File: config.mk
export PLATFORM = sky130hd
export DESIGN_NAME = ldm_stm_sequencer
export DESIGN_NICKNAME = d
export VERILOG_FILES = /design/src/rtl/armv7m_pkg.sv /design/src/rtl/lsb_priority_enc.sv /design/src/rtl/ldm_stm_sequencer.sv
export SDC_FILE = /design/constraint.sdc
export NUM_CORES = 1
export LEC_CHECK = 0
export ABC_AREA = 1
export BUFFER_PORTS_ARGS = -buffer_cell sky130_fd_sc_hd__buf_2
export CAP_MARGIN = 20
export CORE_UTILIZATION = 40
export CTS_CLUSTER_SIZE = 40
export DETAILED_ROUTE_END_ITERATION = 10
export GPL_ROUTABILITY_DRIVEN = 0
export PLACE_DENSITY = 0.77
export SLEW_MARGIN = 20
export SYNTH_ARGS = -nofsm -noshare
export SYNTH_HDL_FRONTEND = slang
export SYNTH_SLANG_ARGS = --single-unit
export TNS_END_PERCENT = 20
File: constraint.sdc
create_clock -name clk -period 12 [get_ports clk]
set_clock_uncertainty 0.2 [all_clocks]
set_input_delay 1.8 -clock clk [delete_from_list [all_inputs] [get_ports clk]]
set_output_delay 1.8 -clock clk [all_outputs]
set_load 0.1 [all_outputs]
File: src/rtl/armv7m_pkg.sv
// Shared core definitions for the mock ARMv7-M core: register-file geometry,
// load/store-multiple sequencer states and a register-list popcount helper.
package armv7m_pkg;

    localparam int REG_ADDR_W = 4;
    localparam int NUM_REGS   = 16;
    localparam int WORD_BYTES = 4;

    typedef enum logic [1:0] {
        IDLE,
        XFER,
        DONE
    } lsm_state_t;

    typedef logic [NUM_REGS-1:0] reg_list_t;

    // Number of registers named in a list; 5 bits cover the all-ones case.
    function automatic logic [4:0] popcount(input reg_list_t list);
        logic [4:0] cnt;
        cnt = '0;
        for (int i = 0; i < NUM_REGS; i++) begin
            cnt = cnt + 5'(list[i]);
        end
        return cnt;
    endfunction

endpackage

File: src/rtl/lsb_priority_enc.sv
// Lowest-set-bit priority encoder: gives the index of the least significant
// set bit of a register mask, plus a flag telling whether any bit is set.
module lsb_priority_enc
    import armv7m_pkg::*;
(
    input  logic [NUM_REGS-1:0]   mask,
    output logic [REG_ADDR_W-1:0] index,
    output logic                  valid
);

    // Scan from the top down so the lowest set bit is the last one to win.
    always_comb begin
        // NOTE: every output gets a default before the loop; a path that left
        // one unassigned would make synthesis hold its old value in a latch.
        index = '0;
        valid = 1'b0;
        for (int i = NUM_REGS - 1; i >= 0; i--) begin
            if (mask[i]) begin
                index = REG_ADDR_W'(i);
                valid = 1'b1;
            end
        end
    end

endmodule

File: src/rtl/ldm_stm_sequencer.sv
// LDM/STM multi-register transfer engine. Walks the register list from R0
// upward, moving one word per beat between the register file and the data
// memory port, with increment-after addressing and a one-cycle done pulse
// carrying the writeback address.
module ldm_stm_sequencer #(
    parameter int ADDR_W   = 32,
    parameter int NUM_REGS = 16
) (
    input  logic              clk,
    input  logic              rst_n,
    input  logic              start,
    input  logic              is_load,
    input  logic [15:0]       reg_list,
    input  logic [ADDR_W-1:0] base_addr,
    output logic              busy,
    output logic              done,
    output logic [ADDR_W-1:0] end_addr,
    output logic [3:0]        rf_read_addr,
    input  logic [31:0]       rf_read_data,
    output logic [3:0]        rf_write_addr,
    output logic [31:0]       rf_write_data,
    output logic              rf_write_en,
    output logic              mem_req,
    output logic              mem_we,
    output logic [ADDR_W-1:0] mem_addr,
    output logic [31:0]       mem_wdata,
    input  logic              mem_ack,
    input  logic [31:0]       mem_rdata
);

    import armv7m_pkg::lsm_state_t;
    import armv7m_pkg::IDLE;
    import armv7m_pkg::XFER;
    import armv7m_pkg::DONE;
    import armv7m_pkg::WORD_BYTES;
    import armv7m_pkg::popcount;

    lsm_state_t          state;
    logic                is_load_q;
    logic [15:0]         pending;
    logic [ADDR_W-1:0]   addr_q;
    logic [ADDR_W-1:0]   end_addr_q;

    logic [3:0]          cur;
    logic                cur_valid;
    logic [15:0]         pending_next;
    logic [ADDR_W-1:0]   aligned_base;
    logic                beat;
    logic                store_beat;
    logic                load_ack;

    lsb_priority_enc u_enc (
        .mask  (pending),
        .index (cur),
        .valid (cur_valid)
    );

    // Word-align the start address and pre-clear the bit being retired.
    always_comb begin
        aligned_base = base_addr & ~ADDR_W'(WORD_BYTES - 1);
        pending_next = pending & (pending - 16'd1);
    end

    // Control FSM plus pending mask, address and writeback registers.
    always_ff @(posedge clk) begin
        // NOTE: state lives in flops, so every assignment here is non-blocking;
        // blocking ones would let later lines see this cycle's new values.
        if (!rst_n) begin
            state      <= IDLE;
            is_load_q  <= 1'b0;
            pending    <= '0;
            addr_q     <= '0;
            end_addr_q <= '0;
        end else begin
            case (state)
                IDLE: begin
                    if (start) begin
                        is_load_q  <= is_load;
                        pending    <= reg_list;
                        addr_q     <= aligned_base;
                        end_addr_q <= aligned_base
                                      + ADDR_W'({popcount(reg_list), 2'b00});
                        state      <= (reg_list != '0) ? XFER : DONE;
                    end
                end
                XFER: begin
                    if (mem_ack && cur_valid) begin
                        pending <= pending_next;
                        addr_q  <= addr_q + ADDR_W'(WORD_BYTES);
                        if (pending_next == '0) begin
                            state <= DONE;
                        end
                    end
                end
                DONE:    state <= IDLE;
                default: state <= IDLE;
            endcase
        end
    end

    // Port drive: everything is gated by rst_n so an abandoned beat is silent.
    always_comb begin
        beat       = rst_n && (state == XFER) && cur_valid;
        store_beat = beat && !is_load_q;
        load_ack   = beat && is_load_q && mem_ack;

        busy          = rst_n && (state != IDLE);
        done          = rst_n && (state == DONE);
        end_addr      = rst_n ? end_addr_q : '0;

        mem_req       = beat;
        mem_we        = store_beat;
        mem_addr      = beat ? addr_q : '0;
        rf_read_addr  = store_beat ? cur : 4'd0;
        mem_wdata     = store_beat ? rf_read_data : 32'd0;

        rf_write_en   = load_ack;
        rf_write_addr = load_ack ? cur : 4'd0;
        rf_write_data = load_ack ? mem_rdata : 32'd0;
    end

endmodule

## After elaboration in Yosys (flattened, before gate mapping)

Index checks and enable logic that the tools add are counted.

- Bits in registers: 83
- Input bits: 117

- Reduce and logical (&&, ||, !) cells: 17
- Add/sub/neg operators: 18
- Equal/unequal tests: 5
- Mux-type cells: 49
- Bitwise logic cells: 1

Operator list:

| cell | count |
|---|---|
| $mux W32 | 6 |
| $mux W4 | 18 |
| $pmux W32 S2 | 1 |
| $add A5 B1 Y5 | 11 |
| $add A32 B3 Y32 const B | 1 |
| $add A32 B7 Y32 | 1 |
| $mux W16 | 2 |
| $pmux W16 S2 | 1 |
| $and A16 B16 Y16 | 1 |
| $logic_not A16 Y1 | 1 |
| $mux W1 | 16 |
| $reduce_bool A16 Y1 | 1 |
| $sub A16 B1 Y16 const B | 1 |
| $logic_and A1 B1 Y1 | 8 |
| $mux W2 | 4 |
| $ne A2 B2 Y1 const B | 3 |
| $reduce_and A3 Y1 | 2 |
| $add A4 B1 Y5 | 1 |
| $add A3 B1 Y4 | 1 |
| $pmux W2 S2 | 1 |
| $reduce_bool A2 Y1 | 2 |
| $add A2 B1 Y3 | 1 |
| $add A1 B1 Y2 | 1 |
| $eq A2 B1 Y1 const B | 1 |
| other kinds (4) | 4 |

## Logic depth before layout (Yosys ltp)

Gate-level depths: netlist (run 1).

- Word-level depth: 20
- Mapped depth: 24
- Depth with buffers taken out: 24

## Modules after synthesis

A second synthesis (run 1) with hierarchy kept.

- Cell total of the unflattened synthesis: 1,195
- Area total of the unflattened synthesis: 6,812.8 sq um

Modules (own cells, without submodules):

| module | cells an instance | times used | area an instance (sq um) |
|---|---|---|---|
| ldm_stm_sequencer | 1,146 | 1 | 6,603.8 |
| lsb_priority_enc | 49 | 1 | 209.0 |

## Least setup slack after synthesis (run 1)

No wires, ideal clock.

- Path kind: input to output
- Start: input rst_n
- End: output mem_wdata[10]
- Data required time: 10.000 ns
- Slack: 5.013 ns
- Path buffers: 1
- Data arrival time: 4.987 ns
- Stages: 5
- Path through: nand3_1 nor2_1 inv_2 buf_2 nor2_1

- Cells in the longest elaborated chain, start to end: 4

RTL lines:

| what | RTL line | text |
|---|---|---|
| from (decl) | ldm_stm_sequencer.sv:10 | `input logic rst_n,` |
| $logic_and A1 B1 Y1 (2 in series) | ldm_stm_sequencer.sv:103 | `beat = rst_n && (state == XFER) && cur_valid;` |
| $logic_and A1 B1 Y1 | ldm_stm_sequencer.sv:104 | `store_beat = beat && !is_load_q;` |
| net mem_we | ldm_stm_sequencer.sv:24 | `output logic mem_we,` |
| $mux W32 | ldm_stm_sequencer.sv:115 | `mem_wdata = store_beat ? rf_read_data : 32'd0;` |
| to (decl) | ldm_stm_sequencer.sv:26 | `output logic [31:0] mem_wdata,` |

The timed path passes the listed nets, and every way through them passes these cells.

## Final worst setup path (run 1)

- Start: input reg_list[0]
- End: register end_addr_q[28]

- Cells in the longest elaborated chain, start to end: 16

RTL lines:

| what | RTL line | text |
|---|---|---|
| from (decl) | ldm_stm_sequencer.sv:13 | `input logic [15:0] reg_list,` |
| $add A1 B1 Y2 | armv7m_pkg.sv:22 | `cnt = cnt + 5'(list[i]);` |
| $add A2 B1 Y3 | armv7m_pkg.sv:22 |  |
| $add A3 B1 Y4 | armv7m_pkg.sv:22 |  |
| $add A4 B1 Y5 | armv7m_pkg.sv:22 |  |
| $add A5 B1 Y5 (11 in series) | armv7m_pkg.sv:22 |  |
| $add A32 B7 Y32 | ldm_stm_sequencer.sv:82 | `+ ADDR_W'({popcount(reg_list), 2'b00});` |
| to (signal assigned) | ldm_stm_sequencer.sv:81 | `end_addr_q <= aligned_base` |
| to (decl) | ldm_stm_sequencer.sv:42 | `logic [ADDR_W-1:0] end_addr_q;` |

No other way between the ends.
A chain may end at the register's enable or synchronous reset.

==> impl_metrics.ini, run 1 <==
[outcome]
outcome = finished clean

[worst_hold_path]
holdPathStages = 2
hold_path.class = reg -> reg

[cells_and_area]
final_common_cell = buf_2
drive_above_1_share = 0.234
final_util = 0.517
nNetsFinal = 1480
final_cell_mix = 251 x buf_2, 237 x inv_1, 208 x nand2_1, 187 x nor2_1, 79 x dfxtp_1
area_growth_pct = 25.0
stdcell_area_sq_mm = 0.00827

[global_route]
antenna_found_initial = 2
grt_pass1_vias = 6806
grt_max_degree = 69
grt_use_total = 0.258
grt_pass1_wl_um = 34000
grt.overflow.total = 0

[sta]
hold_violations = 0
worst_slew_pin_slew_ns = 1.09
fin_setup_tns_ns = 0
period_needed_ns = 6.61
rsz0062_at_grt = no
drv_slew = 0
max_slew_margin = 0.271
fmax_ghz = 0.151
setup_viol = 0
period_share = 0.551

[setup_path]
end_kind = flop
arrival_ns = 6.71
start_kind = input pin
cp.required_ns = 12.10
worst-r2r-cell-count = 7
crit_fanout = 5
critical_path_class = in -> reg

[place]
hpwl_um = 17500
port_buffers = 251
placed_cell_area_sq_mm = 0.00797

[floorplan]
start_util = 0.413
dieArea_sq_mm = 0.0171
io_pins = 258
core_sq_mm = 0.0160
dieHeight_um = 131
num_rows = 46
die_w_um = 131

[routing]
firstDrtPassIters = 5
initialDrtViolationCount = 574
wire_per_inst_um = 14.5
ant_nets = 0
drc = 0
viasPerCell = 5.02
wirelength_um = 22600
num_vias = 7832

[synthesis]
synth.area.top_cells = dfxtp_1 24%, inv_1 13%, nand2_1 12%
ys_seq_area_frac = 0.239
synth_cell_types = 46
yosysWarningCount = 0
synth_top_cell_by_area = dfxtp_1
syn-instance-count = 1114
synth_area_per_cell_sq_um = 5.94
synth_seq_cells = 79
synth_top_area_share = 0.239
syn_area_sq_mm = 0.00662

[clock_tree]
clock-sinks = 79
postCtsHoldBufs = 0
insertion_delay_ns = 0.34
cts_resized = 0
cts_root_buf = clkbuf_16
cts_tree = yes
htreeDepth = 3
clk_pin_slew_ns = 0.06
cts_setup_buffers = 0
cts_inserted_buffers = 9
clk_path_buf_depth = 2

[flow_run]
drv_cap = 0

[power]
peakVddDrop_v = 0.000133
p_per_area_mw_per_mm2 = 235
p_leak_nw = 4.79
p_total_mw = 1.94
-- state kept, by name (all words and copies together), names as in the netlist --
| name | cells |
|---|---|
| is_load_q | 1 |
| state | 2 |
| pending | 16 |
| end_addr_q | 30 |
| addr_q | 30 |
-- cells in the mapped netlist, drive strengths merged --
master and count:
o311ai 1, dfxtp 79, a31oi 19, a211oi 6
xor2 20, nor2 198, a21oi 42, clkinv 1
fa 11, ha 12, buf 23, o21ai 74
o22ai 15, nor3 25, conb 1, nor4 8
nand2 214, inv 242, a32oi 1, a22oi 3
o32ai 2, or2 7, nand3 53, a21boi 1
clkbuf 22, o21a 2, xnor2 3, nand3b 5
nand4 24
-- critical path, cell delays in order --
cell and delay (ns):
buf_2 0.08, inv_1 0.08, fa_1 0.54, inv_1 0.05, fa_1 0.48, fa_1 0.52, inv_1 0.05, fa_1 0.47
inv_1 0.05, ha_1 0.21, fa_1 0.40, xor2_1 0.17, ha_1 0.37, nand3_1 0.10, nand2_1 0.17, a21oi_1 0.13
nor3_1 0.41, nand2_1 0.17, or2_0 0.23, nand3_1 0.06, o21ai_0 0.10, inv_1 0.05
-- final timing paths --
kind,from,end,slack (ns)
min,end_addr_q[3],end_addr_q[3],0.26
min reg2reg,end_addr_q[3],end_addr_q[3],0.26
max,reg_list[0],end_addr_q[28],5.39
max reg2reg,state[0],addr_q[6],8.42
-- cells by family after synthesis --
logic type	Yosys count	share of synthesized area
AOI/OAI and AO/OA	166	0.145
xor gates and xnor gates	23	0.0305
adders and majority gates	23	0.0560
buffers and inverters	288	0.173
DFF	79	0.239
other	1	0.000567
and+or+nand+nor	534	0.356
-- power by group --
part	total (mW)	internal, mW	switching (mW)
sequential	0.469	0.366	0.103
combinational	1.19	0.294	0.897
clock	0.281	0.171	0.110
-- through the flow --
stage | hold slack (ns) | setup slack (ns) | std cells
after floorplan | 0.242 | 5.01 | 1117
after global placement | 0.251 | 5.12 | 1545
after detailed placement | 0.256 | 5.06 | 1545
after CTS | 0.265 | 5.40 | 1560
after global routing | 0.304 | 5.07 | 1561
final | 0.263 | 5.39 | 1561
-- final cells by class --
type	count	area [sq um]
fillers	1677	7730
multi-input cells	750	3900
flip-flops and latches	79	1580
well taps	216	270
repair buffers	257	1300
clock buffers	12	256
inverters	243	912
diodes	1	2.50
clock inverters	3	42.5
-- layer usage --
metal,vias up,routed length (um),track usage
li1,3913,-,-
met1,3498,9180,0.315
met2,393,11100,0.462
met3,28,2020,0.0415
met4,0,348,0.0771
met5,-,0,0
No activity file was read; power rests on OpenSTA's default activity.
==> run 2: changes to the inputs <==
==> constraint.sdc (replaced) <==
create_clock -name clk -period 6.6 [get_ports clk]
set_clock_uncertainty 0.2 [all_clocks]
set_input_delay 0.99 -clock clk [delete_from_list [all_inputs] [get_ports clk]]
set_output_delay 0.99 -clock clk [all_outputs]
set_load 0.1 [all_outputs]
==> impl_metrics.ini, run 2 (same netlist as run 1, synthesis figures left out) <==
[setup_path]
endpoint = end_addr_q[28]
critical-path-max-stage-delay_ns = 0.54
worst-r2r-cell-count = 10
cpMaxStageDelayCell = fa_1
critical_path_class = in -> reg
path_depth = 22
start_kind = input pin
cp_num_buf_inv = 6
reg2reg_from = state[0]
cpLargestDelayFamily = adder cells
cp.required_ns = 6.69
startpoint = reg_list[0]
regToRegSetupSlack_ns = 3.21
crit_fanout = 5
arrival_ns = 5.89
timing.rr.end = addr_q[14]
path_cells = buf_2, inv_1, fa_1, inv_1, fa_1, fa_1, inv_1, fa_1, inv_1, ha_1, fa_1, xor2_1, ha_1, nand3_1, nand2_1, a21oi_1, nor3_1, nand2_1, or2_0, nand3_1, o21ai_0, inv_1
end_kind = flop

[place]
port_buffers = 251
place_ws_ns = 0.517
hpwl_um = 17400

[clock_tree]
cts_inserted_buffers = 9
cts_resized = 0
cts_root_buf = clkbuf_16
cts_tree = yes
htreeDepth = 3
insertion_delay_ns = 0.35
clk_pin_slew_ns = 0.07
postCtsHoldBufs = 0
clock-sinks = 79
cts_setup_buffers = 0
clk_path_buf_depth = 2

[worst_hold_path]
hold_path.class = reg -> reg

[global_route]
grt.overflow.total = 0
grt_pass1_vias = 6722
grt_pass1_wl_um = 34500
grt_max_degree = 58
grt_use_total = 0.262
antenna_found_initial = 2

[sta]
fin_setup_tns_ns = 0
period_share = 0.878
hold_violations = 0
max_slew_margin = 0.305
worst_slew_pin_slew_ns = 1.04
fmax_ghz = 0.173
setup_viol = 0
rsz0062_at_grt = no
setup_ws_ns = 0.806
period_needed_ns = 5.79
drv_slew = 0

[outcome]
outcome = finished clean

[floorplan]
dieHeight_um = 131
die_w_um = 131
num_rows = 46
io_pins = 258
dieArea_sq_mm = 0.0171
start_util = 0.413
core_sq_mm = 0.0160

[cells_and_area]
nFillCells = 1653
final_cell_mix = 251 x buf_2, 237 x inv_1, 208 x nand2_1, 186 x nor2_1, 79 x dfxtp_1
final_common_cell = buf_2
drive_above_1_share = 0.236
reg.largest.list = addr_q (30), end_addr_q (30), pending (16)
register_area_sq_mm = 0.00158
nNetsFinal = 1479
multi_input_area_sq_mm = 0.00390
area_growth_pct = 25.3

[power]
p_leak_nw = 4.81
p_per_area_mw_per_mm2 = 431
peakVddDrop_v = 0.000269

[routing]
viasPerCell = 5.03
ant_nets = 0
wire_per_inst_um = 14.6
firstDrtPassIters = 5
num_vias = 7851
drc = 0
wirelength_um = 22800
initialDrtViolationCount = 624

[flow_run]
drv_cap = 0
[run 2: cell types whose count changed in the layout (fill, tap and decap cells not counted), sizes merged]
| cell | before | now |
|---|---|---|
| buf | 257 | 256 |
| diode | 1 | 2 |
| clkbuf | 12 | 10 |
| clkinvlp | 1 | 0 |
| clkinv | 2 | 5 |
| bufinv | 1 | 2 |
[run 2: final cells by class]
cell class / count / share of cell area
multi-input cells: 750 / 0.471
inverters: 243 / 0.110
flip-flops and latches: 79 / 0.191
repair buffers: 256 / 0.156
clock inverters: 6 / 0.0101
diodes: 2 / 0.000604
well taps: 216 / 0.0326
clock buffers: 10 / 0.0288
[run 2: worst min-delay path by stage]
stage,from,end,slack (ns),cells after the start
floorplan,end_addr_q[2],end_addr_q[2],0.24,2
global placement,end_addr_q[2],end_addr_q[2],0.25,2
detailed placement,addr_q[31],addr_q[31],0.26,2
CTS,addr_q[31],addr_q[31],0.27,2
global route,addr_q[31],addr_q[31],0.30,2
finish,addr_q[31],addr_q[31],0.28,2
[run 2: routing by layer]
layer	wire, um	share of wire	vias up	track usage
met5	0	0	-	0
met4	514	0.023	0	0.0994
met3	2000	0.088	43	0.0436
met2	10800	0.47	365	0.439
met1	9520	0.42	3540	0.336
li1	-	-	3903	-
[run 2: worst register-to-register path, stage by stage (launching register included)]
cell	delay, ns
dfxtp_1	0.92
inv_1	0.37
nor2_2	0.19
buf_4	0.45
nand2_1	0.13
nand2_2	0.10
nor2_4	0.04
inv_2	0.46
a21oi_1	0.18
o21ai_1	0.12
a21oi_1	0.07
[run 2: where the power goes]
group	internal [mW]	leakage [nW]	switching, mW
clock	0.340	0.162	0.211
sequential	0.665	0.656	0.185
combinational	0.534	3.99	1.63
total	1.54	4.81	2.03
[run 2: through the flow]
stage | cell area, sq um | utilization | hold WS [ns] | std cells | power [mW]
after floorplan | 6630 | - | 0.242 | 1117 | 2.59
after global placement | 7960 | 0.497 | 0.251 | 1544 | 2.96
after detailed placement | 7960 | 0.497 | 0.264 | 1544 | 2.99
after CTS | 8280 | 0.518 | 0.274 | 1560 | 3.56
after global routing | 8290 | 0.518 | 0.298 | 1562 | 3.83
final | 8290 | 0.518 | 0.277 | 1562 | 3.57
